===== config.mk =====
export PLATFORM = sky130hd
export DESIGN_NAME = isa_cmd_regfile
export DESIGN_NICKNAME = d
export VERILOG_FILES = /design/src/rtl/isa_regfile_pkg.sv /design/src/rtl/isa_cmd_regfile_cmd_fifo.sv /design/src/rtl/isa_cmd_regfile.sv
export SDC_FILE = /design/constraint.sdc
export NUM_CORES = 1
export LEC_CHECK = 0
export ABC_AREA = 1
export BUFFER_PORTS_ARGS = -buffer_cell sky130_fd_sc_hd__buf_2
export CORE_ASPECT_RATIO = 1.75
export CORE_MARGIN = 8
export CORE_UTILIZATION = 38
export CTS_CLUSTER_SIZE = 8
export DETAILED_ROUTE_END_ITERATION = 8
export PLACE_DENSITY = 0.63
export SYNTH_ARGS = -nofsm -noshare
export SYNTH_HDL_FRONTEND = slang
export SYNTH_SLANG_ARGS = --single-unit

===== constraint.sdc =====
create_clock -name clk -period 4.7 [get_ports clk]
set_clock_uncertainty 0.2 [all_clocks]
set_input_delay 0.94 -clock clk [delete_from_list [all_inputs] [get_ports clk]]
set_output_delay 0.94 -clock clk [all_outputs]
set_load 0.005 [all_outputs]

===== src/rtl/isa_regfile_pkg.sv =====
// Register map, STATUS/CLEAR bit positions and names shared by the ISA command bank.
// Optional response interrupt is enabled with ISA_CMD_REGFILE_IRQ_EN.
package isa_regfile_pkg;

  localparam logic [2:0] REG_ADDR   = 3'd0;
  localparam logic [2:0] REG_DATA   = 3'd1;
  localparam logic [2:0] REG_CTRL   = 3'd2;
  localparam logic [2:0] REG_GO     = 3'd3;
  localparam logic [2:0] REG_STATUS = 3'd4;
  localparam logic [2:0] REG_RESULT = 3'd5;
  localparam logic [2:0] REG_CLEAR  = 3'd6;
  localparam logic [2:0] REG_IRQ    = 3'd7;

  localparam int ST_BUSY  = 0;
  localparam int ST_FULL  = 1;
  localparam int ST_RDY   = 2;
  localparam int ST_OVF   = 3;
  localparam int ST_INFL  = 4;
  localparam int ST_LEVEL = 8;

  localparam int CLR_OVF   = 0;
  localparam int CLR_FLUSH = 1;

endpackage


===== src/rtl/isa_cmd_regfile_cmd_fifo.sv =====
// Synchronous show-ahead FIFO: head is visible on dout_o whenever not empty.
// Push while full is dropped even if a pop happens in the same cycle.
module cmd_fifo #(
  parameter int WIDTH = 8,
  parameter int DEPTH = 4,
  localparam int AW = $clog2(DEPTH),
  localparam int LW = AW + 1
) (
  input  logic             clk,
  input  logic             reset,
  input  logic             push_i,
  input  logic [WIDTH-1:0] din_i,
  input  logic             pop_i,
  input  logic             flush_i,
  output logic [WIDTH-1:0] dout_o,
  output logic             full_o,
  output logic             empty_o,
  output logic [LW-1:0]    level_o
);

  logic [WIDTH-1:0] mem_q [DEPTH];
  logic [AW-1:0]    wp_q, rp_q;
  logic [LW-1:0]    cnt_q;
  logic             do_push, do_pop;

  assign full_o  = (cnt_q == LW'(DEPTH));
  assign empty_o = (cnt_q == '0);
  assign level_o = cnt_q;
  assign dout_o  = mem_q[rp_q];
  assign do_push = push_i & ~full_o;
  assign do_pop  = pop_i & ~empty_o;

  always_ff @(posedge clk) begin
    if (do_push) mem_q[wp_q] <= din_i;
  end

  // Flush wins over any same-cycle pop or push.
  always_ff @(posedge clk) begin
    if (reset || flush_i) begin
      wp_q  <= '0;
      rp_q  <= '0;
      cnt_q <= '0;
    end else begin
      if (do_push) wp_q <= wp_q + AW'(1);
      if (do_pop)  rp_q <= rp_q + AW'(1);
      cnt_q <= cnt_q + LW'(do_push) - LW'(do_pop);
    end
  end

endmodule


===== src/rtl/isa_cmd_regfile.sv =====
// Bus-mapped staging bank for ISA cycles: ADDR/DATA/CTRL + GO into a command queue.
// Define ISA_CMD_REGFILE_IRQ_EN to enable the response interrupt at offset 7.
module isa_cmd_regfile
  import isa_regfile_pkg::*;
#(
  parameter int ADDR_W = 16,
  parameter int DATA_W = 16,
  parameter int CTRL_W = 8,
  parameter int DEPTH  = 4
) (
  input  logic              clk,
  input  logic              reset,
  input  logic [2:0]        address,
  input  logic              write,
  input  logic [31:0]       writedata,
  input  logic              read,
  output logic [31:0]       readdata,
  output logic              cmd_valid,
  input  logic              cmd_ready,
  output logic [ADDR_W-1:0] cmd_addr,
  output logic [DATA_W-1:0] cmd_data,
  output logic [CTRL_W-1:0] cmd_ctrl,
  input  logic              rsp_valid,
  input  logic [DATA_W-1:0] rsp_data,
  output logic              irq
);

  localparam int W  = ADDR_W + DATA_W + CTRL_W;
  localparam int LW = $clog2(DEPTH) + 1;

  logic [ADDR_W-1:0] addr_q;
  logic [DATA_W-1:0] data_q, result_q;
  logic [CTRL_W-1:0] ctrl_q;
  logic              rdy_q, ovf_q, infl_q;
  logic [31:0]       readdata_q, rd_d;
  logic [W-1:0]      head;
  logic              full, empty, pop, push, flush;
  logic [LW-1:0]     level;
  logic              wr_addr, wr_data, wr_ctrl, wr_clr, rd_res;
  logic              unused_wd;

  assign wr_addr = write && address == REG_ADDR;
  assign wr_data = write && address == REG_DATA;
  assign wr_ctrl = write && address == REG_CTRL;
  assign wr_clr  = write && address == REG_CLEAR;
  assign push    = write && address == REG_GO;
  assign rd_res  = read && address == REG_RESULT;
  assign flush   = wr_clr && writedata[CLR_FLUSH];
  assign pop     = cmd_valid && cmd_ready;

  cmd_fifo #(.WIDTH(W), .DEPTH(DEPTH)) u_fifo (
    .clk     (clk),
    .reset   (reset),
    .push_i  (push),
    .din_i   ({addr_q, data_q, ctrl_q}),
    .pop_i   (pop),
    .flush_i (flush),
    .dout_o  (head),
    .full_o  (full),
    .empty_o (empty),
    .level_o (level)
  );

  assign cmd_valid = ~empty;
  assign cmd_addr  = head[W-1 -: ADDR_W];
  assign cmd_data  = head[CTRL_W +: DATA_W];
  assign cmd_ctrl  = head[CTRL_W-1:0];
  assign readdata  = readdata_q;
  assign unused_wd = ^writedata;

  always_ff @(posedge clk) begin
    if (reset) begin
      addr_q   <= '0;
      data_q   <= '0;
      ctrl_q   <= '0;
      result_q <= '0;
      rdy_q    <= 1'b0;
      ovf_q    <= 1'b0;
      infl_q   <= 1'b0;
    end else begin
      if (wr_addr) addr_q <= writedata[ADDR_W-1:0];
      if (wr_data) data_q <= writedata[DATA_W-1:0];
      if (wr_ctrl) ctrl_q <= writedata[CTRL_W-1:0];
      if (push && full) ovf_q <= 1'b1;
      else if (wr_clr && writedata[CLR_OVF]) ovf_q <= 1'b0;
      if (pop) infl_q <= 1'b1;
      else if (rsp_valid) infl_q <= 1'b0;
      // A response landing on a RESULT read keeps RDY for the new data.
      if (rsp_valid) begin
        result_q <= rsp_data;
        rdy_q    <= 1'b1;
      end else if (rd_res) begin
        rdy_q <= 1'b0;
      end
    end
  end

`ifdef ISA_CMD_REGFILE_IRQ_EN
  logic ien_q, irq_q;

  always_ff @(posedge clk) begin
    if (reset) begin
      ien_q <= 1'b0;
      irq_q <= 1'b0;
    end else begin
      if (write && address == REG_IRQ) ien_q <= writedata[0];
      irq_q <= ien_q & rdy_q;
    end
  end

  assign irq = irq_q;
`else
  assign irq = 1'b0;
`endif

  always_comb begin
    rd_d = '0;
    case (address)
      REG_ADDR:   rd_d[ADDR_W-1:0] = addr_q;
      REG_DATA:   rd_d[DATA_W-1:0] = data_q;
      REG_CTRL:   rd_d[CTRL_W-1:0] = ctrl_q;
      REG_RESULT: rd_d[DATA_W-1:0] = result_q;
      REG_STATUS: begin
        rd_d[ST_BUSY]       = ~empty | infl_q;
        rd_d[ST_FULL]       = full;
        rd_d[ST_RDY]        = rdy_q;
        rd_d[ST_OVF]        = ovf_q;
        rd_d[ST_INFL]       = infl_q;
        rd_d[ST_LEVEL +: LW] = level;
      end
`ifdef ISA_CMD_REGFILE_IRQ_EN
      REG_IRQ:    rd_d[0] = ien_q;
`endif
      default:    rd_d = '0;
    endcase
  end

  always_ff @(posedge clk) begin
    if (reset)     readdata_q <= '0;
    else if (read) readdata_q <= rd_d;
    else           readdata_q <= '0;
  end

endmodule


# Yosys cells after proc, flatten, opt, wreduce, memory -nomap -nowiden
# Memory sizes are Yosys's and may differ from the RTL's. A register that Yosys moved wholly into a read port is not among the register bits.
# Index checks and enable logic that the tools add are counted.
# classes
n_reduce_logical,17
add_sub_neg,4
bitwise,6
eq_ne,7
mux,14
# ops
cell,count
$pmux W5 S5,1
$pmux W3 S4,2
$pmux W5 S3,1
$eq A3 B3 Y1 const B,4
$logic_and A1 B1 Y1,10
$mux W1,8
$eq A3 B2 Y1 const B,2
$logic_not A3 Y1,2
$reduce_bool A2 Y1,3
$add A2 B1 Y2 const B,2
$mux W2,2
$add A3 B1 Y3,1
$eq A3 B1 Y1 const B,1
$not A1 Y1,3
$sub A3 B1 Y3,1
$and A1 B1 Y1,2
$reduce_or A2 Y1,1
$logic_or A1 B1 Y1,1
$or A1 B1 Y1,1
# totals
input_bits,57
ramBits,160
regBits,98
output_inout_bits,74
elab_cells,61
memories,1
# mem_list
memory,depth,word_bits,read_ports,rd_ports_with_merged_regs,wr,line,text
u_fifo.mem_q,4,40,1,1,1,isa_cmd_regfile_cmd_fifo.sv:21,logic [WIDTH-1:0] mem_q [DEPTH];

# Logic depth before layout (Yosys ltp)
# logic_depth
word_depth,6
depth_mapped,12
depth_no_buf,12

# Cells and area by module
# A second synthesis with hierarchy kept.
# hier_totals
hier_cells,907
area_unflattened_um2,9724.3
# by_module_without_submodules
module,seq_area_each_um2,cells_per_inst,area_each_um2,n_inst
cmd_fifo,4984.8,457,6538.8,1
isa_cmd_regfile,1501.4,450,3185.6,1

# Worst setup path before layout
# OpenSTA, ideal clock, no wires.
# synth_path
path_kind,input port to flip-flop
start,input port address[1]
end,"memory u_fifo.mem_q[0][0] in the netlist's numbering, enable pin"
arrival_time_ns,3.130
path_buffers,1
setup_slack_ns,0.933
cell_stages,5
setup_ns,0.437
path_cell_list,buf_2 > nand3_1 > nor2_1 > nand2_1 > nor2_1
# synth_between
elab_chain_cells,5
# synth_rtl
element,line,text
"start, declared",isa_cmd_regfile.sv:13,"input logic [2:0] address,"
$eq A3 B2 Y1,isa_cmd_regfile.sv:46,assign push = write && address == REG_GO;
$logic_and A1 B1 Y1,isa_cmd_regfile.sv:46,
$and A1 B1 Y1,isa_cmd_regfile_cmd_fifo.sv:30,assign do_push = push_i & ~full_o;
$mux W1,isa_cmd_regfile_cmd_fifo.sv:34,if (do_push) mem_q[wp_q] <= din_i;
$mux W1 (implied by the code),isa_cmd_regfile_cmd_fifo.sv:34,
"end, declared",isa_cmd_regfile_cmd_fifo.sv:21,
# Every way passes these cells.

==> metrics.md <==
| Metric | Value |
|---|---|
| Number of CTS-inserted buffers | 36 |
| Initial DRT Pass Iterations | 5 |
| Cell count after synthesis | 872 |
| Max Cap Violations | 0 |
| Post-synth cell types | 23 |
| Flops & latches, synth | 244 |
| Hold_buf cts | 0 |
| Count leader, synth | nor2_1 |
| Crit path kind | register to primary output |
| Final Total Pwr | 5.52 mW |
| Pleak | 4.07 nW |
| Result of the run | complete, no violations |
| Die height | 224 um |
| Clk slew on worst S/H paths | 0.05 ns |
| Hold wc startpoint | result_q[8] |
| Async SR Flop Fraction | 0% |
| CTS root buf | clkbuf_16 |
| Slew headroom | 46.2% |
| Full die area | 0.0302 mm^2 |
| Final-report hold violation count | 0 |
| Via count | 6669 |
| Layout cell share with drive strength beyond 1 | 16.4% |
| Max-slew violation count | 0 |
| Critical path required time | 3.56 ns |
| CTS resizes | 0 |
| Hold crit path type | register to register |
| Synth warn | 0 |
| Tmin final | 3.42 ns |
| H-tree Lvls | 2 |
| # clock sinks | 244 |
| Core Rows | 76 |
| Data arrival, critical path | 2.28 ns |
| Port Buf Inserts | 97 |
| 1st-iter DRT viols | 583 |
| Worst setup SP type | register |
| Post-DRT Antenna Nets | 0 |
| Multi-input logic area | 0.00252 mm^2 |
| CTS tree | built |
| Avg WL per Cell | 18.1 um |
| FF/Latch Area | 0.00649 mm^2 |
| Fin Hold WS | 0.251 ns |
| Mapped Area | 0.00940 mm^2 |
| Final GP Congestion | 0.827 |
| Commonest cells post-synth | nor2_1, edfxtp_1, o21ai_0 |
| Post-CTS Setup Inserts | 0 |
| DRC viols | 0 |
| Skew-Pair Late Insertion Delay | 0.50 ns |
| Critical R2R Capture | u_fifo.level_o[2] |
| Vias per inst | 5.10 |
| Post-synth top area share | 51.1% |
| Fillers | 2264 |
| Critical path fanouts, max | 80 |
| Worst Hold Endpoint | result_q[8] |
| GRT Total Usage | 15.5% |
| GRT overflow | 0 |
| Reg2Reg Setup Slack | 2.38 ns |
| DPL Wire Length | 15.3 mm |
| Core area | 0.0244 mm^2 |
| Pwr per Cell Area | 493 mW/mm^2 |
| Initial Utilization | 38.5% |
| RSZ-0062 raised after global routing | no |
| CP Capture Type | primary output |
| Pre-CTS setup slack | 1.46 ns |
| Largest net degree at the start of global routing | 81 |
| Final worst-path cycle share | 72.8% |
| Setup Viol. Count Final | 0 |
| Post-synthesis sequential area ratio | 69.0% |
| Mapped Avg Cell Area | 10.8 um^2 |
| Worst-case reg-to-reg path depth | 12 |
| Setup_tns | 0 ns |
| Die W | 135 um |
| Fin nets | 1035 |
| Final Util | 45.8% |
| FF-to-FF Start | u_fifo.level_o[1] |
| VDD IR max | 0.276 mV |
| Hold depth | 2 |
| Initial antenna violation count | 4 |
| PnR worst setup slack | 1.28 ns |
| Top_reg_cell synth | edfxtp_1 |
| Post-synth top area cell | edfxtp_1 |
| Max Root-Sink Buffers | 3 |
| Vias in the first global route | 6647 |
| Fmax | 292 MHz |
| First-pass GRT wire length | 36.5 mm |
| Syn-to-layout area delta | 19.2% |
| Number of synthesized flops with an enable pin | 160 |
| Slew @ Worst Pin | 0.807 ns |
| Largest cells by area after synthesis | edfxtp_1, dfxtp_1, nor2_1 |
| I/O Pins | 131 |
| Final WL | 23.6 mm |
## area by class of cell
cell class,count,area share (%)
Multi-Input combinational cell,538,22.5
Tap cell,312,3.48
Inverter,41,1.37
Antenna cell,1,0.0223
Clock buffer,60,9.23
Sequential cell,244,57.9
Timing Repair Buffer,110,5.32
Clock inverter,2,0.156
## sequential cells by signal, indices dropped and copies added, names as in the netlist, 2 cells and up, named ones only
name / cells
addr_q: 16
ctrl_q: 8
data_q: 16
readdata: 16
result_q: 16
u_fifo.level_o: 3
u_fifo.mem_q: 160
u_fifo.rp_q: 2
u_fifo.wp_q: 2
## cell usage in the layout, fill, tap and decap left out
master / instances
a21oi_1: 41
a31oi_1: 5
buf_12: 1
buf_2: 97
buf_4: 12
clkbuf_1: 22
clkbuf_16: 38
conb_1: 17
dfxtp_1: 83
dfxtp_2: 1
diode_2: 1
edfxtp_1: 160
fa_1: 1
ha_1: 6
inv_1: 36
inv_2: 5
inv_6: 2
nand2_1: 89
nand3_1: 34
nand4_1: 3
nor2_1: 160
nor2_2: 1
nor2_4: 5
o21ai_0: 112
o21ai_1: 21
o22ai_1: 40
or2_2: 1
xor2_1: 2
## report_power, final
group	internal (mW)	switching, mW	leakage [nW]	total (mW)
combinational	0.273	0.502	1.42	0.776
sequential	2.34	0.0469	2.15	2.38
clock	1.49	0.875	0.503	2.36
## stage by stage
| step | cells | cell area [um^2] |
|---|---|---|
| final | 1308 | 11200 |
| after global routing | 1308 | 11200 |
| after CTS | 1307 | 11200 |
| after detailed placement | 1245 | 10100 |
| after global placement | 1245 | 10100 |
| after floorplan | 888 | 9460 |
## worst max-delay path by stage
stage          slack [ns]                  end  cells after the start  startpoint
3_3_place_gp         1.50  u_fifo.mem_q[3][38]                      6       write
6_report             1.28          cmd_ctrl[1]                      4    register
2_1_floorplan        0.93   u_fifo.mem_q[0][0]                      5  address[1]
3_5_place_dp         1.46   u_fifo.mem_q[2][7]                      6       write
4_1_cts              1.20          cmd_ctrl[1]                      4    register
5_1_grt              1.14          cmd_ctrl[1]                      4    register
## critical path: stages (launching register included)
cell and delay (ns):
dfxtp_2 0.33, buf_4 0.61, o21ai_0 0.20, o22ai_1 0.41
buf_2 0.20
## cells by family after synthesis
group | Yosys count | share of synthesized area (%)
AND/OR/NAND/NOR | 293 | 12.3
buffers and inverters | 106 | 5.16
AO/OA/AOI/OAI | 219 | 12.3
other | 1 | 0.0399
XOR/XNOR | 2 | 0.186
adder cells (fa/ha/maj) | 7 | 1.01
flip-flops | 244 | 69.0
## metal layers
layer | wire length (um) | vias to the layer above | GRT usage (%)
li1 | - | 3208 | -
met1 | 9040 | 3161 | 17.1
met2 | 11900 | 231 | 27.1
met3 | 1550 | 63 | 3.10
met4 | 1090 | 6 | 8.85
met5 | 30 | - | 0
Power figures use the tool's default switching activity.
